===== src/rtl/pipeline_ctrl_pkg.sv =====
// pipe_ctrl_pkg: shared FSM state encoding and default parameters for pipeline_ctrl.
package pipe_ctrl_pkg;
    typedef enum logic [1:0] {
        ST_RUN      = 2'd0,
        ST_MEM_WAIT = 2'd1,
        ST_FAULT    = 2'd2
    } state_e;
    localparam int TIMEOUT_DEF = 16;
    localparam int CNT_W_DEF   = 32;
endpackage


===== src/rtl/pipeline_ctrl_if.sv =====
// pipeline_ctrl_if: hazard inputs, stall/flush controls and perf counters of pipeline_ctrl.
//   master: pipeline side, drives hazards/dmem status, receives controls and counters
//   slave : pipeline_ctrl, receives hazards/dmem status, drives controls and counters
interface pipeline_ctrl_if import pipe_ctrl_pkg::*; #(parameter int CNT_W = CNT_W_DEF);
    logic             load_use_hazard;
    logic             ex_redirect;
    logic             dmem_req;
    logic             dmem_ready;
    logic             stall_pc;
    logic             stall_if_id;
    logic             stall_id_ex;
    logic             stall_ex_mem;
    logic             flush_if_id;
    logic             flush_id_ex;
    logic             flush_mem_wb;
    logic             pc_redirect;
    logic             mem_fault;
    logic [CNT_W-1:0] stall_cycles;
    logic [CNT_W-1:0] flush_events;
    modport master (
        output load_use_hazard, ex_redirect, dmem_req, dmem_ready,
        input  stall_pc, stall_if_id, stall_id_ex, stall_ex_mem, flush_if_id,
               flush_id_ex, flush_mem_wb, pc_redirect, mem_fault, stall_cycles, flush_events
    );
    modport slave (
        input  load_use_hazard, ex_redirect, dmem_req, dmem_ready,
        output stall_pc, stall_if_id, stall_id_ex, stall_ex_mem, flush_if_id,
               flush_id_ex, flush_mem_wb, pc_redirect, mem_fault, stall_cycles, flush_events
    );
endinterface


===== src/rtl/pipeline_ctrl_sat_counter.sv =====
// sat_counter: W-bit event counter that sticks at all-ones instead of wrapping.
//   clk, rst (async, active-high), en (count this cycle), cnt (current value)
module sat_counter #(parameter int W = 32) (
    input  logic         clk,
    input  logic         rst,
    input  logic         en,
    output logic [W-1:0] cnt
);
    logic [W-1:0] cnt_q, cnt_d;
    always_comb cnt_d = (en && cnt_q != '1) ? cnt_q + W'(1) : cnt_q;
    always_ff @(posedge clk or posedge rst)
        if (rst) cnt_q <= '0;
        else     cnt_q <= cnt_d;
    assign cnt = cnt_q;
endmodule


===== src/rtl/pipeline_ctrl.sv =====
// pipeline_ctrl: stall/flush scheduler merging load-use, EX redirect and MEM wait hazards.
//   clk, rst (async, active-high)
//   bus (slave): hazard/dmem inputs in; per-register stall/flush, pc_redirect,
//                mem_fault and saturating stall_cycles/flush_events out
module pipeline_ctrl import pipe_ctrl_pkg::*; #(
    parameter int TIMEOUT = TIMEOUT_DEF,
    parameter int CNT_W   = CNT_W_DEF
) (
    input  logic            clk,
    input  logic            rst,
    pipeline_ctrl_if.slave  bus
);
    localparam int WC_W = $clog2(TIMEOUT + 1);
    state_e          state_q, state_d;
    logic [WC_W-1:0] wait_cnt_q, wait_cnt_d;
    logic            wait_now, freeze, act, frz, redir, lu;
    always_ff @(posedge clk or posedge rst)
        if (rst) begin
            state_q    <= ST_RUN;
            wait_cnt_q <= '0;
        end else begin
            state_q    <= state_d;
            wait_cnt_q <= wait_cnt_d;
        end
    always_comb begin
        state_d    = state_q;
        wait_cnt_d = wait_cnt_q;
        wait_now   = bus.dmem_req & ~bus.dmem_ready;
        unique case (state_q)
            ST_RUN:
                if (wait_now) begin
                    state_d    = ST_MEM_WAIT;
                    wait_cnt_d = WC_W'(1);
                end
            ST_MEM_WAIT:
                if (!wait_now) begin
                    state_d    = ST_RUN;
                    wait_cnt_d = '0;
                end else if (wait_cnt_q == WC_W'(TIMEOUT - 1))
                    state_d = ST_FAULT;
                else
                    wait_cnt_d = wait_cnt_q + WC_W'(1);
            ST_FAULT: state_d = ST_FAULT;
            default:  state_d = ST_RUN;
        endcase
        freeze = wait_now | (state_q == ST_FAULT);
        // Controls are forced low while reset is held, even though state is already RUN.
        act   = ~rst;
        frz   = act & freeze;
        // A frozen EX keeps its redirect, so it simply takes effect once the freeze lifts.
        redir = act & ~freeze & bus.ex_redirect;
        // Load-use loses to a redirect because the dependent instruction gets flushed anyway.
        lu    = act & ~freeze & ~bus.ex_redirect & bus.load_use_hazard;
    end
    assign bus.stall_pc     = frz | lu;
    assign bus.stall_if_id  = frz | lu;
    assign bus.stall_id_ex  = frz;
    assign bus.stall_ex_mem = frz;
    assign bus.flush_mem_wb = frz;
    assign bus.flush_if_id  = redir;
    assign bus.flush_id_ex  = redir | lu;
    assign bus.pc_redirect  = redir;
    assign bus.mem_fault    = state_q == ST_FAULT;
    sat_counter #(.W(CNT_W)) u_stall_cnt (
        .clk (clk),
        .rst (rst),
        .en  (bus.stall_pc),
        .cnt (bus.stall_cycles)
    );
    sat_counter #(.W(CNT_W)) u_flush_cnt (
        .clk (clk),
        .rst (rst),
        .en  (bus.pc_redirect),
        .cnt (bus.flush_events)
    );
endmodule


===== src/flat_wrapper.sv =====
// flat-port wrapper written by rule: the top's interface ports become plain ports
module pipeline_ctrl_flat import pipe_ctrl_pkg::*;
#(
    parameter int TIMEOUT = TIMEOUT_DEF,
    parameter int CNT_W   = CNT_W_DEF
)
  (clk, rst, bus_load_use_hazard, bus_ex_redirect, bus_dmem_req, bus_dmem_ready, bus_stall_pc, bus_stall_if_id, bus_stall_id_ex, bus_stall_ex_mem, bus_flush_if_id, bus_flush_id_ex, bus_flush_mem_wb, bus_pc_redirect, bus_mem_fault, bus_stall_cycles, bus_flush_events);
  pipeline_ctrl_if #(.CNT_W(CNT_W)) bus_i ();
  input  logic clk;
  input  logic rst;
  input wire logic [$bits(bus_i.load_use_hazard)-1:0] bus_load_use_hazard;
  input wire logic [$bits(bus_i.ex_redirect)-1:0] bus_ex_redirect;
  input wire logic [$bits(bus_i.dmem_req)-1:0] bus_dmem_req;
  input wire logic [$bits(bus_i.dmem_ready)-1:0] bus_dmem_ready;
  output wire logic [$bits(bus_i.stall_pc)-1:0] bus_stall_pc;
  output wire logic [$bits(bus_i.stall_if_id)-1:0] bus_stall_if_id;
  output wire logic [$bits(bus_i.stall_id_ex)-1:0] bus_stall_id_ex;
  output wire logic [$bits(bus_i.stall_ex_mem)-1:0] bus_stall_ex_mem;
  output wire logic [$bits(bus_i.flush_if_id)-1:0] bus_flush_if_id;
  output wire logic [$bits(bus_i.flush_id_ex)-1:0] bus_flush_id_ex;
  output wire logic [$bits(bus_i.flush_mem_wb)-1:0] bus_flush_mem_wb;
  output wire logic [$bits(bus_i.pc_redirect)-1:0] bus_pc_redirect;
  output wire logic [$bits(bus_i.mem_fault)-1:0] bus_mem_fault;
  output wire logic [$bits(bus_i.stall_cycles)-1:0] bus_stall_cycles;
  output wire logic [$bits(bus_i.flush_events)-1:0] bus_flush_events;
  assign bus_i.load_use_hazard = bus_load_use_hazard;
  assign bus_i.ex_redirect = bus_ex_redirect;
  assign bus_i.dmem_req = bus_dmem_req;
  assign bus_i.dmem_ready = bus_dmem_ready;
  assign bus_stall_pc = bus_i.stall_pc;
  assign bus_stall_if_id = bus_i.stall_if_id;
  assign bus_stall_id_ex = bus_i.stall_id_ex;
  assign bus_stall_ex_mem = bus_i.stall_ex_mem;
  assign bus_flush_if_id = bus_i.flush_if_id;
  assign bus_flush_id_ex = bus_i.flush_id_ex;
  assign bus_flush_mem_wb = bus_i.flush_mem_wb;
  assign bus_pc_redirect = bus_i.pc_redirect;
  assign bus_mem_fault = bus_i.mem_fault;
  assign bus_stall_cycles = bus_i.stall_cycles;
  assign bus_flush_events = bus_i.flush_events;
  pipeline_ctrl #(.TIMEOUT(TIMEOUT), .CNT_W(CNT_W)) u_core (.clk(clk), .rst(rst), .bus(bus_i));
endmodule

===== config.mk =====
export PLATFORM = sky130hd
export DESIGN_NAME = pipeline_ctrl_flat
export DESIGN_NICKNAME = d
export VERILOG_FILES = /design/src/rtl/pipeline_ctrl_pkg.sv /design/src/rtl/pipeline_ctrl_if.sv /design/src/rtl/pipeline_ctrl_sat_counter.sv /design/src/rtl/pipeline_ctrl.sv /design/src/flat_wrapper.sv
export SDC_FILE = /design/constraint.sdc
export NUM_CORES = 1
export LEC_CHECK = 0
export CAP_MARGIN = 40
export CORE_MARGIN = 10
export CORE_UTILIZATION = 35
export CTS_CLUSTER_DIAMETER = 150
export DETAILED_ROUTE_END_ITERATION = 10
export SLEW_MARGIN = 20
export SYNTH_ARGS = -nofsm -noshare
export SYNTH_HDL_FRONTEND = slang
export SYNTH_HIERARCHICAL = 1
export SYNTH_SLANG_ARGS = --single-unit

===== constraint.sdc =====
create_clock -name clk -period 2.8 [get_ports clk]
set_clock_uncertainty 0.15 [all_clocks]
set_input_delay 0.28 -clock clk [delete_from_list [all_inputs] [get_ports clk]]
set_output_delay 0.28 -clock clk [all_outputs]
set_load 0.03 [all_outputs]

# ---- After elaboration in Yosys (flattened, before gate mapping)
# Index checks and enable logic that the tools add are counted.
dict set report word_totals {
  output_inout_bits 73
  reg_bits 71
  input_bits 6
}
dict set report classes {
  add_sub_neg 3
  bitwise 13
  n_mux 8
  n_reduce_logical 6
  eq_ne 8
}
# cell n
set ops {}
lappend ops {{$add A32 B1 Y32 const B} 2}
lappend ops {{$ne A32 B32 Y1 const B} 2}
lappend ops {{$mux W5} 3}
lappend ops {{$pmux W5 S2} 1}
lappend ops {{$and A1 B1 Y1} 6}
lappend ops {{$mux W2} 3}
lappend ops {{$ne A3 B3 Y1 const B} 2}
lappend ops {{$pmux W2 S3} 1}
lappend ops {{$add A5 B1 Y5 const B} 1}
lappend ops {{$eq A5 B4 Y1 const B} 1}
lappend ops {{$not A1 Y1} 4}
lappend ops {{$or A1 B1 Y1} 3}
lappend ops {{$reduce_and A3 Y1} 1}
lappend ops {{$eq A2 B1 Y1 const B} 1}
lappend ops {{$eq A2 B2 Y1 const B} 1}
lappend ops {{$logic_and A1 B1 Y1} 2}
lappend ops {{$logic_not A2 Y1} 1}
lappend ops {{$ne A2 B1 Y1 const B} 1}
lappend ops {{$reduce_and A2 Y1} 1}
lappend ops {{$reduce_bool A2 Y1} 1}

# ---- Longest topological paths before layout
# Gate-level depths: netlist (run 1).
dict set report depth {
  ltp_word 9
  depth_mapped 10
  mapped_depth_nobuf 8
}

# ---- Hierarchy
# The synthesis (run 1) kept the hierarchy.
# module area_each_um2 cells_each seq_area_each_um2 instances
set by_module_without_submodules {}
lappend by_module_without_submodules {{sat_counter at u_core.u_flush_cnt} 1635.3 153 800.8 1}
lappend by_module_without_submodules {{sat_counter at u_core.u_stall_cnt} 1561.5 139 800.8 1}
lappend by_module_without_submodules {pipeline_ctrl 478.0 51 175.2 1}

# ---- Worst setup path after synthesis (run 1)
# OpenSTA, ideal clock, no wires.
dict set report synth_path {
  kind {reg2reg}
  from {register u_core.state_q[1]}
  to {register u_core.u_stall_cnt.cnt_q[21], in the netlist u_core/u_stall_cnt/cnt[21]}
  required_time_ns 2.516
  slack_ns -0.385
  setup_time_ns 0.134
  n_path_buf 1
  synth_period_minus_slack_ns 3.185
  path_stages_with_launch 10
  arrival_time_ns 2.901
  cell_sequence {dfrtp_1 -> nor2b_4 -> nor2_2 -> a21oi_1 -> clkbuf_2 -> nand3_1 -> or4_4 -> a311oi_4 -> nand4_1 -> xnor2_1}
}
dict set report synth_via {
  elab_chain_len 8
}
# element line_no
set synth_rtl {}
lappend synth_rtl {{start, declared} pipeline_ctrl.sv:14} ;# state_e state_q, state_d;
lappend synth_rtl {{start signal, assigned} pipeline_ctrl.sv:22} ;# state_q <= state_d;
lappend synth_rtl {{$eq A2 B2 Y1 (*)} -}
lappend synth_rtl {{named net bus_mem_fault} flat_wrapper.sv:23} ;# output wire logic [$bits(bus_i.mem_fault)-1:0] bus_mem_fault;
lappend synth_rtl {{$or A1 B1 Y1 (*)} pipeline_ctrl.sv:46} ;# freeze = wait_now | (state_q == ST_FAULT);
lappend synth_rtl {{$not A1 Y1} pipeline_ctrl.sv:53} ;# lu = act & ~freeze & ~bus.ex_redirect & bus.load_use_hazard;
lappend synth_rtl {{$and A1 B1 Y1 (3 in series)} pipeline_ctrl.sv:53}
lappend synth_rtl {{$or A1 B1 Y1 (*)} pipeline_ctrl.sv:55} ;# assign bus.stall_pc = frz | lu;
lappend synth_rtl {{named net bus_stall_if_id} flat_wrapper.sv:16} ;# output wire logic [$bits(bus_i.stall_if_id)-1:0] bus_stall_if_id;
lappend synth_rtl {{$logic_and A1 B1 Y1 (*)} pipeline_ctrl_sat_counter.sv:10} ;# always_comb cnt_d = (en && cnt_q != '1) ? cnt_q + W'(1) : cnt_q;
lappend synth_rtl {{end signal, assigned} pipeline_ctrl_sat_counter.sv:13} ;# else cnt_q <= cnt_d;
lappend synth_rtl {{end, declared} pipeline_ctrl_sat_counter.sv:9} ;# logic [W-1:0] cnt_q, cnt_d;
# The timed path passes the listed nets; every way through them passes the cells marked *.
# A chain may end at the register's enable or synchronous reset.

# ---- Worst setup path in the final report (run 1)
dict set report layout_path {
  from {register u_core.state_q[1]}
  to {output bus_stall_if_id}
}
dict set report layout_via {
  elab_chain_len 7
}
# element line_no
set layout_rtl {}
lappend layout_rtl {{$eq A2 B2 Y1 (*)} pipeline_ctrl.sv:46}
lappend layout_rtl {{$or A1 B1 Y1 (*)} pipeline_ctrl.sv:46}
lappend layout_rtl {{$not A1 Y1} pipeline_ctrl.sv:53}
lappend layout_rtl {{$and A1 B1 Y1 (3 in series)} pipeline_ctrl.sv:53}
lappend layout_rtl {{$or A1 B1 Y1 (*)} pipeline_ctrl.sv:56} ;# assign bus.stall_if_id = frz | lu;
lappend layout_rtl {{end, declared} flat_wrapper.sv:16}
# Every way passes the cells marked *; elsewhere a longest branch is shown, timed or not.

==> run metrics, run 1 <==
warning count from the yosys run 6; sequential cell area fraction in the yosys report between 40 and 50%; wire length of the first global-routing pass ~15000 µm; required time of the worst setup path 2370 ps; clock network fraction of design power 36.6%; Root Buffer sky130_fd_sc_hd__clkbuf_8; crit start category flip-flop; startpoint of the most critical register-to-register path u_core/state_q[1]$_DFFE_PP0P_; worst rel slew slack 57.8%; hold bufs inserted after CTS 0; vias in the first global route 2960; Post-Synthesis Mean Instance Area 10.7 µm²; clock transition at the register clock pins on the worst setup and hold paths after CTS 80 ps; Sum Neg Setup Slack 0 ps; clock tree from TritonCTS yes; worst-path cell with the longest stage delay sky130_fd_sc_hd__clkdlybuf4s50_1; antenna violations before repair 0; floorplan die area 15000 µm²; total global routing track utilization roughly an eighth; worst-case vdd ir drop 0.000437 V; cells taking the most area after synthesis sky130_fd_sc_hd__dfrtp_1 48%, sky130_fd_sc_hd__xnor2_1 12%, sky130_fd_sc_hd__nand3_1 5.4%; initial cell density of the core around 36%; Tightest Pin Transition 630 ps; Psw 686 µW; leading cell type in the layout, fill and taps excluded sky130_fd_sc_hd__clkdlybuf4s50_1; post-DR wirelength/cell between 15 and 20 µm; class of the worst hold path input port to async pin; Post-Syn Area ~3700 µm²; prevailing post-synth register cell sky130_fd_sc_hd__dfrtp_1; area growth from synthesis to layout 33.5%; cell area power density roughly 490 nW/µm²; number of cell rows 37; number of distinct library cell variants in the gate-level netlist after synthesis 54; final critical path time including I/O delays and setup about 2600 ps; Initial DRT Pass Iterations 4; Post-Place Cells 560; critical path start-end classification flip-flop to output port; final-report hold violation count 0; global-route congestion overflow total 0; capturing element of the worst setup path bus_stall_if_id; maximum clock frequency 0.389 GHz; number of storage elements in the synthesis netlist 71; slowest stage delay, CP 670 ps; post-synthesis instance total roughly 340; number of placed I/O pins 79; number of endpoints failing setup at the final stage 0; cell type contributing the most total cell area after synthesis sky130_fd_sc_hd__dfrtp_1; filler cell count in the final layout 981; Crit Path Max Fanout 7; max-slew violation total from the final report 0; clock tree sinks 71; worst skew pair latency roughly 340 ps; number of levels in the clock H-tree 3; static power due to leakage ~0.0021 µW; number of buffers inserted during clock tree synthesis 9; final antenna diode count 0; power share of the combinational group 15.8%; portion of the clock cycle consumed by the worst path in the final layout between 90% and 100%; worst path cell trace nor2b_4 -> nor2_2 -> a21oi_4 -> buf_4 -> clkdlybuf4s50_1; Clock Tree Buf Depth 2; RSZ-0062 raised after global routing false; Synth async-reset ratio 100%; number of buffers added on ports 78; Die Y-Extent between 100 and 150 µm; dpl cell area ~4700 µm²; cell internal power dissipation about 1700 µW; Antenna Nets Post-Route 0; Register-to-Register Setup Slack about 290 ps; wirelength, routed 8920 µm; DRC violation count after routing 0; routed vias 2927; non-filler instance count after layout ~580; Post-Layout Inst Area around 4900 µm²; final-stage net count between 400 and 500; arrival time at the worst endpoint 2140 ps; capturing element type of the critical path output port; number of max-cap violations 0; portion of total power attributed to sequential cells a little under half; Core Footprint 10300 µm²; area share of the largest cell type after synthesis 48.3%; via-per-instance ratio between 5 and 6; leading cell types in the layout, fill and taps excluded 76 x sky130_fd_sc_hd__clkdlybuf4s50_1, 71 x sky130_fd_sc_hd__dfrtp_1, 50 x sky130_fd_sc_hd__xnor2_1, 40 x sky130_fd_sc_hd__nand3_1; final weighted congestion in routability-driven placement 0.810; worst-case hold slack 249 ps; net count of the mapped netlist 353; proportion of layout cells with a drive suffix above 1 12.5%; cell count of the worst reg-to-reg path 9; number of flops mapped to enable cells by yosys 0; Critical Path Start u_core/state_q[1]$_DFFE_PP0P_; pin count of the biggest net entering global routing 33; iteration-0 DRC count of the detailed router 123; Post-DP HPWL 6870 µm; Switching Fraction 28.3%; Die Wd around 120 µm; r2r endpoint u_core/u_stall_cnt/cnt[21]$_DFFE_PP0P_; result of the run finished, final reports clean
[layout make-up]
cell class                      count  area, µm²  area share (%)
Inverter                           11       41.3           0.841
Timing Repair Buffer               92        903            18.4
Clock buffer                       10        128            2.60
Clock inverter                      6       85.1            1.73
Sequential cell                    71       1780            36.2
Tap cell                          136        170            3.47
Multi-Input combinational cell    250       1800            36.7
[power groups by stage]
stage / Sequential, µW / Combinational (µW) / Clock, µW
after floorplan: 1250 / 134 / 0
after global placement: 1170 / 381 / 0
after detailed placement: 1170 / 385 / 0
after CTS: 1150 / 389 / 914
after global routing: 1160 / 413 / 963
final: 1150 / 382 / 886
[cells in the mapped netlist, drive strengths merged, types with 2 or more instances]
cell type	number
nand2	21
inv	11
and3	19
nor3b	2
o2bb2ai	4
a21oi	8
mux2	3
clkbuf	4
xnor2	50
a31oi	4
ha	4
and4	3
nor2b	3
or4	3
a41oi	2
xor2	5
o21ai	3
nand3	41
nand4	24
dfrtp	71
buf	7
nor3	4
and2	3
nor4	7
nand2b	2
nor2	22
mux2i	3
[cell families after synthesis]
| kind of cell | share of synthesized area [%] |
|---|---|
| simple gates | 26.0 |
| flops | 48.3 |
| xor+xnor | 13.1 |
| compound gates | 6.30 |
| buf+inv | 3.03 |
| mux | 1.84 |
| fa+ha+maj | 1.36 |
[routing by layer]
layer | part of all wire [%] | vias up | track usage (%) | wire, µm
li1 | - | 1422 | - | -
met5 | 0 | - | 0 | 0
met4 | 1.1 | 0 | 4.64 | 102
met2 | 50 | 62 | 20.3 | 4450
met3 | 6.4 | 10 | 3.49 | 575
met1 | 42 | 1433 | 14.6 | 3790
[how the worst min path moves through the flow]
stage / end / slack, ps / cells after the start
final: u_core/state_q[1]$_DFFE_PP0P_ / 250 / 3
after global routing: u_core/state_q[1]$_DFFE_PP0P_ / 290 / 3
after CTS: u_core/state_q[1]$_DFFE_PP0P_ / 250 / 3
after detailed placement: u_core/u_flush_cnt/cnt[18]$_DFFE_PP0P_ / 340 / 1
after global placement: u_core/u_stall_cnt/cnt[31]$_DFFE_PP0P_ / 340 / 1
after floorplan: u_core/state_q[0]$_DFFE_PP0P_ / -60 / 1
[flip-flops by register name (all words and copies together) (netlist names)]
signal,count
u_core/u_flush_cnt/cnt,32
u_core/wait_cnt_q,5
u_core/state_q,2
u_core/u_stall_cnt/cnt,32
[what timing repair did]
action / 4_1_cts / 5_1_grt
setup buffers: 0 / 0
gates resized for setup: 0 / 2
endpoints found under the hold margin: 0 / 0
endpoints found under the setup margin: 0 / 2
[stage by stage]
stage	total power, µW	util (%)	setup slack [ps]
after floorplan	1390	-	-15.7
after global placement	1550	45.6	109
after detailed placement	1560	45.6	89.6
after CTS	2460	47.7	92.0
after global routing	2540	47.7	92.5
final	2420	47.7	228
[critical path: cells and delay by family (launching register included)]
family,cells,cell delay (ps)
AOI/OAI and AO/OA,1,190
DFF,1,470
buffers and inverters,2,850
and+or+nand+nor,2,290
Note: power is estimated with default switching activity, not from simulation.
==> run 2: changes to the inputs <==
- CTS_CLUSTER_SIZE: default -> 20
==> results of run 2 <==
No change in the layout: final DEF, timing and power equal those of run 1.
